### src/rtl/mcp9808_sampler_if.sv
// Handshake between the sampler and the mcp9808 read engine: one-cycle update
// request out, idle flag and last temperature back.
interface mcp9808_sampler_if;
  logic        if_update;
  logic        if_ready;
  logic [12:0] if_temp;

  modport master (output if_update, input if_ready, input if_temp);
  modport slave  (input if_update, output if_ready, output if_temp);
endinterface

### src/rtl/mcp9808_sampler.sv
// Periodic / on-demand mcp9808 sampler: requests a read, waits for it to finish
// with a timeout, and keeps last, min, max, 4-sample average and sample count.
module mcp9808_sampler #(
  parameter int unsigned PERIOD_CYCLES  = 100_000_000,
  parameter int unsigned TIMEOUT_CYCLES = 1_000_000
) (
  input  logic                     clk,
  input  logic                     rst,
  input  logic                     enable,
  input  logic                     trig,
  input  logic                     clear_stats,
  mcp9808_sampler_if.master        bus,
  output logic                     busy,
  output logic                     sample_valid,
  output logic [12:0]              temp_now,
  output logic [12:0]              temp_min,
  output logic [12:0]              temp_max,
  output logic [12:0]              temp_avg,
  output logic [15:0]              sample_cnt,
  output logic                     err
);

  localparam int unsigned PW = $clog2(PERIOD_CYCLES);
  localparam int unsigned TW = $clog2(TIMEOUT_CYCLES);
  localparam logic [PW-1:0] PERIOD_LAST  = PW'(PERIOD_CYCLES - 1);
  localparam logic [TW-1:0] TIMEOUT_LAST = TW'(TIMEOUT_CYCLES - 1);

  typedef enum logic [2:0] {
    IDLE, REQ, WAIT_BUSY, WAIT_DONE, CAPTURE
  } state_e;

  state_e             state_q,  state_d;
  logic [PW-1:0]      period_q, period_d;
  logic [TW-1:0]      wait_q,   wait_d;
  logic               pend_q,   pend_d;
  logic               err_q,    err_d;
  logic [12:0]        now_q,    now_d;
  logic [12:0]        min_q,    min_d;
  logic [12:0]        max_q,    max_d;
  logic [3:0][12:0]   hist_q,   hist_d;
  logic [15:0]        cnt_q,    cnt_d;
  logic               capture;
  logic               timeout;
  logic signed [14:0] sum;

  always_comb begin
    // NOTE: every signal gets a default first so no path through the case leaves
    // one unassigned, which would otherwise infer a latch.
    state_d   = state_q;
    period_d  = period_q;
    wait_d    = wait_q;
    pend_d    = pend_q | trig;
    err_d     = err_q;
    now_d     = now_q;
    min_d     = min_q;
    max_d     = max_q;
    hist_d    = hist_q;
    cnt_d     = cnt_q;
    capture   = 1'b0;
    timeout   = 1'b0;
    bus.if_update = 1'b0;
    sample_valid  = 1'b0;

    unique case (state_q)
      IDLE: begin
        if (!enable)                  period_d = '0;
        else if (period_q != PERIOD_LAST) period_d = period_q + PW'(1);
        if (bus.if_ready && (pend_q || trig || (enable && period_q == PERIOD_LAST))) begin
          state_d = REQ;
          pend_d  = 1'b0;
        end
      end
      REQ: begin
        bus.if_update = 1'b1;
        wait_d   = '0;
        period_d = '0;
        state_d  = WAIT_BUSY;
      end
      WAIT_BUSY: begin
        if (!bus.if_ready) begin
          state_d = WAIT_DONE;
          wait_d  = '0;
        end else if (wait_q == TIMEOUT_LAST) timeout = 1'b1;
        else wait_d = wait_q + TW'(1);
      end
      WAIT_DONE: begin
        if (bus.if_ready)                 state_d = CAPTURE;
        else if (wait_q == TIMEOUT_LAST)  timeout = 1'b1;
        else                              wait_d  = wait_q + TW'(1);
      end
      CAPTURE: begin
        // A clear in the same cycle discards this sample entirely.
        capture      = !clear_stats;
        sample_valid = !clear_stats;
        period_d     = '0;
        state_d      = IDLE;
      end
      default: state_d = IDLE;
    endcase

    if (timeout) begin
      err_d    = 1'b1;
      period_d = '0;
      state_d  = IDLE;
    end

    if (capture) begin
      now_d = bus.if_temp;
      cnt_d = (cnt_q == 16'hFFFF) ? cnt_q : cnt_q + 16'd1;
      if (cnt_q == 16'd0) begin
        hist_d = {4{bus.if_temp}};
        min_d  = bus.if_temp;
        max_d  = bus.if_temp;
      end else begin
        hist_d = {hist_q[2:0], bus.if_temp};
        if ($signed(bus.if_temp) < $signed(min_q)) min_d = bus.if_temp;
        if ($signed(bus.if_temp) > $signed(max_q)) max_d = bus.if_temp;
      end
    end

    if (clear_stats) begin
      err_d  = 1'b0;
      min_d  = '0;
      max_d  = '0;
      hist_d = '0;
      cnt_d  = '0;
    end
  end

  // NOTE: state registers use non-blocking assignments so every flop samples the
  // values computed before this edge, independent of statement order.
  always_ff @(posedge clk) begin
    if (rst) begin
      state_q  <= IDLE;
      period_q <= '0;
      wait_q   <= '0;
      pend_q   <= 1'b0;
      err_q    <= 1'b0;
      now_q    <= '0;
      min_q    <= '0;
      max_q    <= '0;
      // NOTE: the history is reset too because the average output is derived
      // from it and must read 0 straight out of reset.
      hist_q   <= '0;
      cnt_q    <= '0;
    end else begin
      state_q  <= state_d;
      period_q <= period_d;
      wait_q   <= wait_d;
      pend_q   <= pend_d;
      err_q    <= err_d;
      now_q    <= now_d;
      min_q    <= min_d;
      max_q    <= max_d;
      hist_q   <= hist_d;
      cnt_q    <= cnt_d;
    end
  end

  // 15-bit signed sum of four 13-bit samples; bits [14:2] are the floored mean.
  assign sum = {{2{hist_q[0][12]}}, hist_q[0]} + {{2{hist_q[1][12]}}, hist_q[1]}
             + {{2{hist_q[2][12]}}, hist_q[2]} + {{2{hist_q[3][12]}}, hist_q[3]};

  assign busy       = (state_q != IDLE);
  assign temp_now   = now_q;
  assign temp_min   = min_q;
  assign temp_max   = max_q;
  assign temp_avg   = sum[14:2];
  assign sample_cnt = cnt_q;
  assign err        = err_q;

endmodule

### src/flat_wrapper.sv
// flat-port wrapper written by rule: the top's interface ports become plain ports
module mcp9808_sampler_flat 
#(
  parameter int unsigned PERIOD_CYCLES  = 100_000_000,
  parameter int unsigned TIMEOUT_CYCLES = 1_000_000
)
  (clk, rst, enable, trig, clear_stats, busy, sample_valid, temp_now, temp_min, temp_max, temp_avg, sample_cnt, err, bus_if_update, bus_if_ready, bus_if_temp);
  mcp9808_sampler_if bus_i ();
  input  logic clk;
  input  logic rst;
  input  logic enable;
  input  logic trig;
  input  logic clear_stats;
  output logic busy;
  output logic sample_valid;
  output logic [12:0] temp_now;
  output logic [12:0] temp_min;
  output logic [12:0] temp_max;
  output logic [12:0] temp_avg;
  output logic [15:0] sample_cnt;
  output logic err;
  output wire logic [$bits(bus_i.if_update)-1:0] bus_if_update;
  input wire logic [$bits(bus_i.if_ready)-1:0] bus_if_ready;
  input wire logic [$bits(bus_i.if_temp)-1:0] bus_if_temp;
  assign bus_if_update = bus_i.if_update;
  assign bus_i.if_ready = bus_if_ready;
  assign bus_i.if_temp = bus_if_temp;
  mcp9808_sampler #(.PERIOD_CYCLES(PERIOD_CYCLES), .TIMEOUT_CYCLES(TIMEOUT_CYCLES)) u_core (.clk(clk), .rst(rst), .enable(enable), .trig(trig), .clear_stats(clear_stats), .bus(bus_i), .busy(busy), .sample_valid(sample_valid), .temp_now(temp_now), .temp_min(temp_min), .temp_max(temp_max), .temp_avg(temp_avg), .sample_cnt(sample_cnt), .err(err));
endmodule
### config.mk
export PLATFORM = sky130hd
export DESIGN_NAME = mcp9808_sampler_flat
export DESIGN_NICKNAME = d
export VERILOG_FILES = /design/src/rtl/mcp9808_sampler_if.sv /design/src/rtl/mcp9808_sampler.sv /design/src/flat_wrapper.sv
export SDC_FILE = /design/constraint.sdc
export NUM_CORES = 1
export LEC_CHECK = 0
export CAP_MARGIN = 20
export CORE_MARGIN = 2
export CORE_UTILIZATION = 58
export CTS_CLUSTER_DIAMETER = 100
export DETAILED_ROUTE_END_ITERATION = 8
export GPL_TIMING_DRIVEN = 1
export PLACE_DENSITY = 0.81
export SLEW_MARGIN = 20
export SYNTH_ARGS = -nofsm -noshare
export SYNTH_HDL_FRONTEND = slang
export SYNTH_SLANG_ARGS = --single-unit
### constraint.sdc
create_clock -name clk -period 4.8 [get_ports clk]
set_input_delay 0.48 -clock clk [delete_from_list [all_inputs] [get_ports clk]]
set_output_delay 0.48 -clock clk [all_outputs]
set_load 0.02 [all_outputs]
# Yosys cells after proc, flatten, opt, wreduce, memory -nomap -nowiden
# Index checks and enable logic that the tools add are counted.
# W data, S select, Z words.
[op_classes] addsub=6 mul=0 n_div=0 order_cmp=2 eq_ne=13 shift=0 mux=24 n_bitwise=2 n_reduce_logical=21
[op_table] op="$mux W20" n=3
[op_table] op="$pmux W20 S3" n=1
[op_table] op="$mux W27" n=2
[op_table] op="$pmux W27 S2" n=1
[op_table] op="$mux W13" n=4
[op_table] op="$mux W52" n=1
[op_table] op="$add A15 B15 Y15" n=2
[op_table] op="$add A27 B1 Y27 const B" n=1
[op_table] op="$eq A27 B27 Y1 const B" n=1
[op_table] op="$ne A27 B27 Y1 const B" n=1
[op_table] op="$add A20 B1 Y20 const B" n=1
[op_table] op="$eq A20 B20 Y1 const B" n=1
[op_table] op="$add A16 B1 Y16 const B" n=1
[op_table] op="$eq A16 B16 Y1 const B" n=1
[op_table] op="$logic_not A16 Y1" n=1
[op_table] op="$add A13 B13 Y14" n=1
[op_table] op="$gt A13 B13 Y1" n=1
[op_table] op="$lt A13 B13 Y1" n=1
[op_table] op="$pmux W3 S4" n=1
[op_table] op="$reduce_and A2 Y1" n=5
[op_table] op="$mux W3" n=3
[op_table] op="$mux W1" n=7
[op_table] op="$eq A3 B2 Y1 const B" n=2
[op_table] op="$ne A2 B2 Y1 const B" n=3
[op_table] op="other kinds (15)" n=22
[totals] ff_bits=159 latch_bits=0 ramBits=0 romBits=0 input_bits=19 out_inout_bits=72 elab_cells=81 memories=0

# Longest topological paths before layout
[logic_depth] word_depth=6 depth_mapped=18 ltp_nobuf=18

# Worst setup path before layout
# Ideal clock, no wire load.
[synth_path] kind="register to output" startpoint="register u_core.hist_q[0] (netlist name)" endpoint="output temp_avg[12]" arrival_ps=4033 required_time_ps=4320 setup_slack_ps=287 path_stages_with_launch=18 n_path_buf=0 cell_sequence="dfxtp_1 ha_1 fa_1 a21o_1 a21oi_1 nor2b_1 o21a_1 nor2_1 xor2_1 fa_1 inv_1 ha_1 and4_1 a211oi_1 o21ai_0 a21o_1 a2111oi_0 nor2b_1"
[synth_between] elab_chain_cells=3
[synth_rtl] element="start, declared" line_no="mcp9808_sampler.sv:40" source="logic [3:0][12:0] hist_q, hist_d;"
[synth_rtl] element="start signal, assigned" line_no="mcp9808_sampler.sv:155" source="hist_q <= hist_d;"
[synth_rtl] element="$add A13 B13 Y14" line_no="mcp9808_sampler.sv:161" source="assign sum = {{2{hist_q[0][12]}}, hist_q[0]} + {{2{hist_q[1][12]}}, hist_q[1]}"
[synth_rtl] element="$add A15 B15 Y15 (2 in a row)" line_no="mcp9808_sampler.sv:162" source="+ {{2{hist_q[2][12]}}, hist_q[2]} + {{2{hist_q[3][12]}}, hist_q[3]};"
[synth_rtl] element="end, declared" line_no="flat_wrapper.sv:19" source="output logic [12:0] temp_avg;"
# Every way passes these cells.

# Worst setup path after layout
# Same ends and word-level chain as after synthesis.

==> metrics.txt <==
status finished, final reports clean; clock buffer depth 2; Yosys top cell area share 35.6%; Worst Setup Path Type flip-flop to output port; I/O pins 91; All-Layer GR Usage 27.1%; Die ar. 16,400 sq um; Worst slew margin 26.2%; CTS tree done; GPL Wtd Cong 0.851; Synth area leader dfxtp_1; CP Max Fanout 5; Synth Instances 1,116; Worst Skew 7.64 ps; Worst Hold Class flip-flop to flip-flop; final core utilization 72.7%; period utilisation layout 98.6%; CTS HTree Levels 4; Num CTS Buffers 17; Final Cell Area 11,000 sq um; DRC Markers 0; TritonRoute pass-1 iters 5; Commonest cells post-synth 159 x dfxtp_1, 159 x nand2_1, 130 x a21oi_1; post-synthesis mux area share 3.15%; WL/cell 15.3 um; Least-Margin Pin Slew 1110 ps; max capacitance violation total 0; Area Growth Syn to Fin 23.2%; Seq/Total Area, Yosys 35.6%; R2R setup slack 1600 ps; Lkg Pwr 0.00418 uW; number of synthesis warnings 0; vias in the first global route 7,776; Post-synth EDFFs 0; reg2reg path depth 6; crit path launch type flip-flop; post-synthesis cell type count 67; VDD IR max 283 uV; total wire length 21.8 mm; Max Clock Freq 211 MHz; die height 128 um; ratio of cells with drive above 1 in the final layout 10.6%; final worst slack 68.5 ps; placed instance area 10,200 sq um; post-synthesis compound-gate area fraction 18.7%; clk sinks 159; first-pass GRT wire length 36.6 mm; pre-CTS setup slack -363 ps; Vias/cell 5.84; largest cells by area after synthesis dfxtp_1 36%, ha_1 7.7%, a21oi_1 7.3%; # diodes 0; CP endpoint kind output port; Cell Area, Synth 8940 sq um; final-stage net count 1,307; Arr. time, crit path 4250 ps; Avg Cell Area, Syn 8.01 sq um; Die W 128 um; initial DRC count 484; xor/xnor share of the synthesized area 4.70%; FP Rows 45; Synth Flop Type dfxtp_1; total grt overflow 0; WHS 458 ps; Post-synth ARST share 0%; Core Area 15,100 sq um; FF+latch count, synth 159; Clk Tree Root Cell clkbuf_16; worst hold path depth 2; PwrDens 263 nW/um^2; CP required 4320 ps; largest net degree at the start of global routing 46; initial core utilization 59.0%; post-synthesis simple-gate area fraction 20.6%; main combinational cell family by area after synthesis simple AND/OR/NAND/NOR gates; Final Hold Vio Count 0; initial antenna violation count 0; final setup fails 0; Hold Buf Count CTS 0; Slew Limit Fails 0; RSZ-0062 raised after global routing yes; Synth Net Count 1,205; hpwl dp 15.0 mm; DR vias 8,287; # port buffers 90; Worst-path clk slew 70 ps; min Tclk post-route 4730 ps; post-route ant nets 0; Clock Latency Late Sink 420 ps; Post-Synth Adder-Cell Area 11.1%
==> worst paths after layout <==
kind | start | end
max | u_core.hist_q[0]$_SDFFE_PP0P_ | temp_avg[12]
min | u_core.temp_now[1]$_SDFFE_PP0P_ | u_core.temp_now[1]$_SDFFE_PP0P_
max reg2reg | u_core.state_q[2]$_SDFFE_PP0P_ | u_core.temp_max[9]$_SDFFE_PP0P_
min reg2reg | u_core.temp_now[1]$_SDFFE_PP0P_ | u_core.temp_now[1]$_SDFFE_PP0P_
==> cells by family after synthesis <==
group	count (synthesis)
compound gates	286
mux	28
fa+ha+maj	70
flops	159
buf+inv	143
simple gates	382
xor+xnor	48
==> what timing repair did <==
action                                  in CTS  in global routing
resized for setup                           43                 39
setup buffers                                2                  2
pin swaps                                    5                 16
endpoints found under the setup margin       8                  9
==> cells in the final DEF, fill, tap and decap left out, drive strengths merged, types with 23 or more instances in the layout <==
cell	instances
buf	44
xnor2	28
inv	99
mux2i	27
nor3	23
nor2	73
o21ai	84
nand2	159
a21oi	131
ha	55
nand3	26
clkdlybuf4s50	81
dfxtp	159
==> per-layer routing <==
layer / up-vias / part of all wire (%) / global-route usage [%]
met3: 31 / 4.3 / 5.22
li1: 4070 / - / -
met1: 3970 / 43 / 33.7
met2: 216 / 51 / 48.2
met4: 0 / 1.5 / 6.92
met5: - / 0 / 0
==> cell type report <==
cell class,instances,area (sq um)
clock buffer,19,453
sequential,159,3190
multi-input combinational,814,5420
clock inverter,13,160
inverter,97,364
tap,188,235
timing repair buffer,129,1190
fill,1147,4130
==> power by group <==
part	total, uW	internal (uW)	switching [uW]
combinational	164	61.4	103
sequential	1330	1330	5.80
clock	1400	846	552
total	2890	2230	661
==> critical path, cell delays in order, from the launching register on <==
cell and delay (ps):
dfxtp_2 340, ha_4 160, fa_2 330, a21o_1 200, a21oi_2 170, nor2b_2 70, o21a_1 180, nor2_2 120
xor2_2 180, fa_1 450, inv_2 90, ha_4 220, and4_1 200, a211oi_2 310, o21ai_2 90, a21o_1 200
a2111oi_4 300, nor2b_2 80, buf_6 130
==> flip-flops by register name, indices dropped and copies added, names as in the netlist, 3 cells and up <==
register	count
u_core.hist_q	52
u_core.temp_max	13
u_core.state_q	3
u_core.temp_now	13
u_core.wait_q	20
u_core.period_q	27
u_core.sample_cnt	16
u_core.temp_min	13
==> per-stage QoR <==
step | TNS (ps) | power (uW) | cells
2_1_floorplan | 0 | 1460 | 1116
3_3_place_gp | -403 | 1520 | 1384
3_5_place_dp | -813 | 1520 | 1384
4_1_cts | -48.8 | 2900 | 1418
5_1_grt | -394 | 2990 | 1419
6_report | 0 | 2890 | 1419
Note: power is estimated with default switching activity, not from simulation.
